===== src/rtl/dmem_dump_pkg.sv =====
// Shared types and constants for the data-memory dump controller.
// Latency: n/a (declarations only).
// Backpressure: n/a (declarations only).
package dmem_dump_pkg;

  localparam int WORD_BYTES       = 8;
  localparam int DEFAULT_DM_DEPTH = 32;

  typedef enum logic [2:0] {
    S_IDLE,
    S_HALT,
    S_RD,
    S_SEND,
`ifdef DMEM_DUMP_CHECKSUM_EN
    S_CSUM,
`endif
    S_DONE
  } dump_state_t;

endpackage


===== src/rtl/dmem_port_mux.sv =====
// Selects who drives the data-memory port: the core when idle, the dump controller when busy.
// Latency: purely combinational, zero cycles.
// Backpressure: none; the core's store strobe is forced low while the controller owns the port.
module dmem_port_mux #(
  parameter int N = 64
) (
  input  logic         busy,
  input  logic [N-1:0] cpu_DM_addr,
  input  logic [N-1:0] cpu_DM_writeData,
  input  logic         cpu_DM_writeEnable,
  input  logic [N-1:0] ctrl_addr,
  output logic [N-1:0] DM_addr,
  output logic [N-1:0] DM_writeData,
  output logic         DM_writeEnable
);

  // Pass the core through unless a dump is in progress; then read-only controller access.
  always_comb begin
    DM_addr        = cpu_DM_addr;
    DM_writeData   = cpu_DM_writeData;
    DM_writeEnable = cpu_DM_writeEnable;
    if (busy) begin
      DM_addr        = ctrl_addr;
      DM_writeData   = '0;
      DM_writeEnable = 1'b0;
    end
  end

endmodule


===== src/rtl/dmem_dump_ctrl.sv =====
// Halts the core on dump and streams every data-memory word out (optional checksum beat: DMEM_DUMP_CHECKSUM_EN).
// Latency: halt one cycle after dump is sampled, first beat valid two cycles later, then >=2 cycles per word.
// Backpressure: out_valid/out_data/out_last hold until out_ready; the dump simply waits in SEND.
module dmem_dump_ctrl
  import dmem_dump_pkg::*;
#(
  parameter int           N        = 64,
  parameter int           DM_DEPTH = DEFAULT_DM_DEPTH,
  parameter logic [N-1:0] DM_BASE  = '0
) (
  input  logic         CLOCK_50,
  input  logic         reset,
  input  logic         dump,
  input  logic [N-1:0] cpu_DM_addr,
  input  logic [N-1:0] cpu_DM_writeData,
  input  logic         cpu_DM_writeEnable,
  output logic [N-1:0] DM_addr,
  output logic [N-1:0] DM_writeData,
  output logic         DM_writeEnable,
  input  logic [N-1:0] DM_readData,
  output logic         cpu_halt,
  output logic         out_valid,
  input  logic         out_ready,
  output logic [N-1:0] out_data,
  output logic         out_last,
  output logic         busy,
  output logic         done
);

  localparam int IW = (DM_DEPTH > 1) ? $clog2(DM_DEPTH) : 1;

  dump_state_t   state, state_nxt;
  logic [IW-1:0] idx;
  logic          last_idx;
  logic [N-1:0]  ctrl_addr;

  assign last_idx  = (idx == IW'(DM_DEPTH - 1));
  assign ctrl_addr = DM_BASE + (N'(idx) << $clog2(WORD_BYTES));
  assign busy      = (state != S_IDLE);

  dmem_port_mux #(.N(N)) u_port_mux (
    .busy               (busy),
    .cpu_DM_addr        (cpu_DM_addr),
    .cpu_DM_writeData   (cpu_DM_writeData),
    .cpu_DM_writeEnable (cpu_DM_writeEnable),
    .ctrl_addr          (ctrl_addr),
    .DM_addr            (DM_addr),
    .DM_writeData       (DM_writeData),
    .DM_writeEnable     (DM_writeEnable)
  );

  // State register; reset aborts any dump in flight.
  always_ff @(posedge CLOCK_50 or negedge reset) begin
    if (!reset) state <= S_IDLE;
    else        state <= state_nxt;
  end

  // Next-state and handshake outputs.
  always_comb begin
    state_nxt = state;
    cpu_halt  = 1'b1;
    out_valid = 1'b0;
    out_last  = 1'b0;
    done      = 1'b0;
    case (state)
      S_IDLE: begin
        cpu_halt = 1'b0;
        if (dump) state_nxt = S_HALT;
      end
      S_HALT: state_nxt = S_RD;
      S_RD:   state_nxt = S_SEND;
      S_SEND: begin
        out_valid = 1'b1;
`ifdef DMEM_DUMP_CHECKSUM_EN
        if (out_ready) state_nxt = last_idx ? S_CSUM : S_RD;
`else
        out_last = last_idx;
        if (out_ready) state_nxt = last_idx ? S_DONE : S_RD;
`endif
      end
`ifdef DMEM_DUMP_CHECKSUM_EN
      S_CSUM: begin
        out_valid = 1'b1;
        out_last  = 1'b1;
        if (out_ready) state_nxt = S_DONE;
      end
`endif
      S_DONE: begin
        done = 1'b1;
        if (!dump) state_nxt = S_IDLE;
      end
      default: state_nxt = S_IDLE;
    endcase
  end

`ifdef DMEM_DUMP_CHECKSUM_EN
  logic [N-1:0] csum;

  // Running mod-2^N sum of every word read during this dump.
  always_ff @(posedge CLOCK_50 or negedge reset) begin
    if (!reset)                csum <= '0;
    else if (state == S_HALT)  csum <= '0;
    else if (state == S_RD)    csum <= csum + DM_readData;
  end
`endif

  // Word index and beat payload; payload only changes in RD or after a handshake.
  always_ff @(posedge CLOCK_50 or negedge reset) begin
    if (!reset) begin
      idx      <= '0;
      out_data <= '0;
    end else begin
      case (state)
        S_HALT: idx <= '0;
        S_RD:   out_data <= DM_readData;
        S_SEND: begin
          if (out_ready) begin
            if (!last_idx) idx <= idx + 1'b1;
`ifdef DMEM_DUMP_CHECKSUM_EN
            else           out_data <= csum;
`endif
          end
        end
        default: ;
      endcase
    end
  end

endmodule


===== config.mk =====
export PLATFORM = sky130hd
export DESIGN_NAME = dmem_dump_ctrl
export DESIGN_NICKNAME = d
export VERILOG_FILES = /design/src/rtl/dmem_dump_pkg.sv /design/src/rtl/dmem_port_mux.sv /design/src/rtl/dmem_dump_ctrl.sv
export SDC_FILE = /design/constraint.sdc
export NUM_CORES = 1
export LEC_CHECK = 0
export CAP_MARGIN = 5
export CORE_AREA = 2 2 151 153
export DETAILED_ROUTE_END_ITERATION = 8
export DIE_AREA = 0 0 153 155
export GPL_TIMING_DRIVEN = 1
export SETUP_SLACK_MARGIN = 0.3
export SLEW_MARGIN = 20
export SYNTH_ARGS = -nofsm -noshare
export SYNTH_HDL_FRONTEND = slang
export SYNTH_SLANG_ARGS = --single-unit

===== constraint.sdc =====
create_clock -name CLOCK_50 -period 2.9 [get_ports CLOCK_50]
set_input_delay 0.58 -clock CLOCK_50 [delete_from_list [all_inputs] [get_ports CLOCK_50]]
set_output_delay 0.58 -clock CLOCK_50 [all_outputs]
set_load 0.1 [all_outputs]

==> summary.md <==
| Metric | Value |
|---|---|
| Status | `complete, no violations` |
| GR peak layer | `met2` |
| Max clock buf depth | `2` |
| Register area share after synthesis | `48.0%` |
| Pleak | `between 3 and 4 nW` |
| Cell with the most instances after synthesis | `and2_1` |
| Clk Tree Root Cell | `clkbuf_16` |
| Drt pass-1 iters | `4` |
| Share of layout cells above drive strength 1 | `a little under a third` |
| Later-pin clock latency in the skew report | `0.34 ns` |
| Top cell type's share of synthesized area | `around 48%` |
| Htree depth | `3` |
| Layout area overhead | `153%` |
| Grt ovf | `0` |
| Worst path required time | `approximately 2.3 ns` |
| Total CTS buffers | `9` |
| Most instantiated cells after synthesis | `and2_1, dfrtp_1, mux2_1` |
| Met3 Use GR | `under 10%` |
| GPL Wtd Cong | `0.744` |
| Fin. Hold Viols | `0` |
| Final Setup Violations | `0` |
| Post-synth cell types | `28` |
| Cell Rows | `55` |
| Post-layout min period | `2.50 ns` |
| Worst slew pin tran | `around 0.94 ns` |
| Async SR Flop Fraction | `100%` |
| Vias | `slightly below 4000` |
| Top cells by area, synth | `dfrtp_1, and2_1, mux2_1, buf_6, mux2_2` |
| Mapped Cells | `about 330` |
| Top_reg_cell synth | `dfrtp_1` |
| R2R depth | `6` |
| CP Capture Type | `output port` |
| Hold buffer count at cts | `0` |
| Area of the multi-input gates | `~1800 um2` |
| Die Height | `approximately 160 um` |
| Reg-to-reg slack, setup | `1.00 ns` |
| Core box area | `between 20000 and 25000 um2` |
| Clock Pin Slew Worst Setup and Hold Paths | `0.06 ns` |
| DP HPWL | `15400 um` |
| Total of max-cap violations | `0` |
| # nets final | `approximately 920` |
| Synthesis-stage register bit count | `72` |
| Critical path class | `reg2out` |
| Total Wirelength | `between 15000 and 20000 um` |
| Die Span X | `~150 um` |
| Final std cells w/o fill | `1015` |
| First-pass GRT wire length | `roughly 26000 um` |
| Register Area | `1800 um2` |
| Routed length per instance | `18.5 um` |
| Setup WS post-layout | `roughly 0.40 ns` |
| Max_slew headroom | `a little under two fifths` |
| Placed cell area | `slightly above 9000 um2` |
| Initial antenna violation count | `5` |
| Setup TNS | `0 ns` |
| Finished Cell Area | `about 9500 um2` |
| Max frequency | `roughly 0.40 GHz` |
| Peak supply drop | `around 460 uV` |
| CTS tree | `built` |
| CP Max Fanout | `9` |
| Vias in the first global route | `slightly below 4000` |
| RSZ-0062 raised after global routing | `yes` |
| Mapped Avg Cell Area | `11.3 um2` |
| Met2 usage in global routing | `23.6%` |
| Pwr/cell area | `approximately 590 nW/um2` |
| RR Endpoint | `idx[3]` |
| Via-to-Cell Ratio | `between 3 and 4` |
| Inst Count DP | `slightly below 1000` |
| Initial Util | `16.9%` |
| Max-slew violations | `0` |
| Met1 usage | `20.1%` |
| Worst Clk Skew | `just over 0.007 ns` |
| Pre-CTS WS | `0.612 ns` |
| Critical path arrival | `about 1.9 ns` |
| DRC Markers | `0` |
| # IOs | `around 400` |
| RR Startpoint | `idx[0]` |
| DR iter-0 viols | `about 140` |
| All-Layer GR Usage | `between 10% and 20%` |
| Post-DRT Antenna Nets | `0` |
| TritonCTS Sinks | `between 70 and 80` |
| Final period util | `86.3%` |
| Number of flops mapped to enable cells by yosys | `0` |
| Port buffer count | `about 400` |
| Hold WC Path Type | `in2async` |
| WHS | `approximately 0.38 ns` |
| Fillcell total | `~2100` |
| Syn nets | `~530` |
| Critical Path Source Type | `flip-flop` |
| Syn. warnings | `0` |
| Full die area | `roughly 24000 um2` |
| Synth area leader | `dfrtp_1` |
| Largest net degree at the start of global routing | `between 70 and 80` |
| Synth Cell Area | `3760 um2` |
## cell usage in the layout, fill, tap and decap left out, drive strengths merged
cell	count
a211oi	3
a21oi	2
a22o	1
and2	126
and3	3
buf	206
bufinv	1
clkbuf	13
clkdlybuf4s50	195
clkinv	1
clkinvlp	1
dfrtp	72
diode	3
ha	2
inv	5
mux2	65
mux2i	2
nand2	7
nand2b	3
nand3	2
nand4	2
nor2	1
nor2b	2
nor3	1
nor3b	1
nor4bb	1
o21ai	6
o21bai	2
o22ai	1
## worst max-delay path: stages, from the launching register on
cell     delay [ns]
dfrtp_2        0.47
nor3_4         0.26
buf_4          0.21
inv_1          0.15
mux2_2         0.33
buf_12         0.17
## metrics by stage
step | util, % | power, mW
after CTS | 42.5 | 5.67
after detailed placement | 41.1 | 4.47
after global routing | 42.8 | 5.80
after floorplan | - | 3.52
after global placement | 41.1 | 4.45
final | 42.8 | 5.60
## cells by family after synthesis
kind of cell | synth area share [%]
AO/OA/AOI/OAI | 2.47
adder cells (fa/ha/maj) | 0.666
buffers and inverters | 4.43
flip-flops | 48.0
multiplexers | 20.0
AND/OR/NAND/NOR | 24.5
## layout make-up
class                   count  share of cell area [%]
diodes                      3                  0.0789
clock buffers              12                    2.70
clock inverters             4                   0.539
inverters                   4                   0.158
multi-input cells         233                    19.0
flip-flops and latches     72                    19.0
well taps                 285                    3.75
repair buffers            402                    54.9
## layer usage
layer	wire, um	part of all wire (%)
met5	25	0.13
met4	279	1.5
met3	1200	6.4
met2	9000	48
met1	8310	44
## where the power goes
part / leakage [nW] / internal (mW) / switching (mW) / total, mW
Clock: 0.149 / 0.715 / 0.442 / 1.16
Sequential: 0.838 / 1.24 / 0.132 / 1.37
Combinational: 2.99 / 0.833 / 2.23 / 3.07
## worst max path at each step
stage,start,end,slack (ns),cells past startpoint
2_1_floorplan,state[2],DM_addr[4],0.25,3
3_3_place_gp,state[1],DM_addr[5],0.59,5
3_5_place_dp,state[1],DM_addr[5],0.61,5
4_1_cts,state[2],DM_addr[4],0.34,6
5_1_grt,state[1],DM_addr[6],0.30,5
6_report,state[1],DM_addr[6],0.40,5
## repair_timing
item                                    in CTS  in global routing
gates resized for setup                      1                  3
pin swaps                                    1                  1
gates cloned                                 0                  1
setup buffers                                1                  3
endpoints found under the setup margin       1                 61
## flip-flops by register name, summed over array words and instances, names as in the netlist
name	flops
idx	5
out_data	64
state	3
Power figures use the tool's default switching activity.
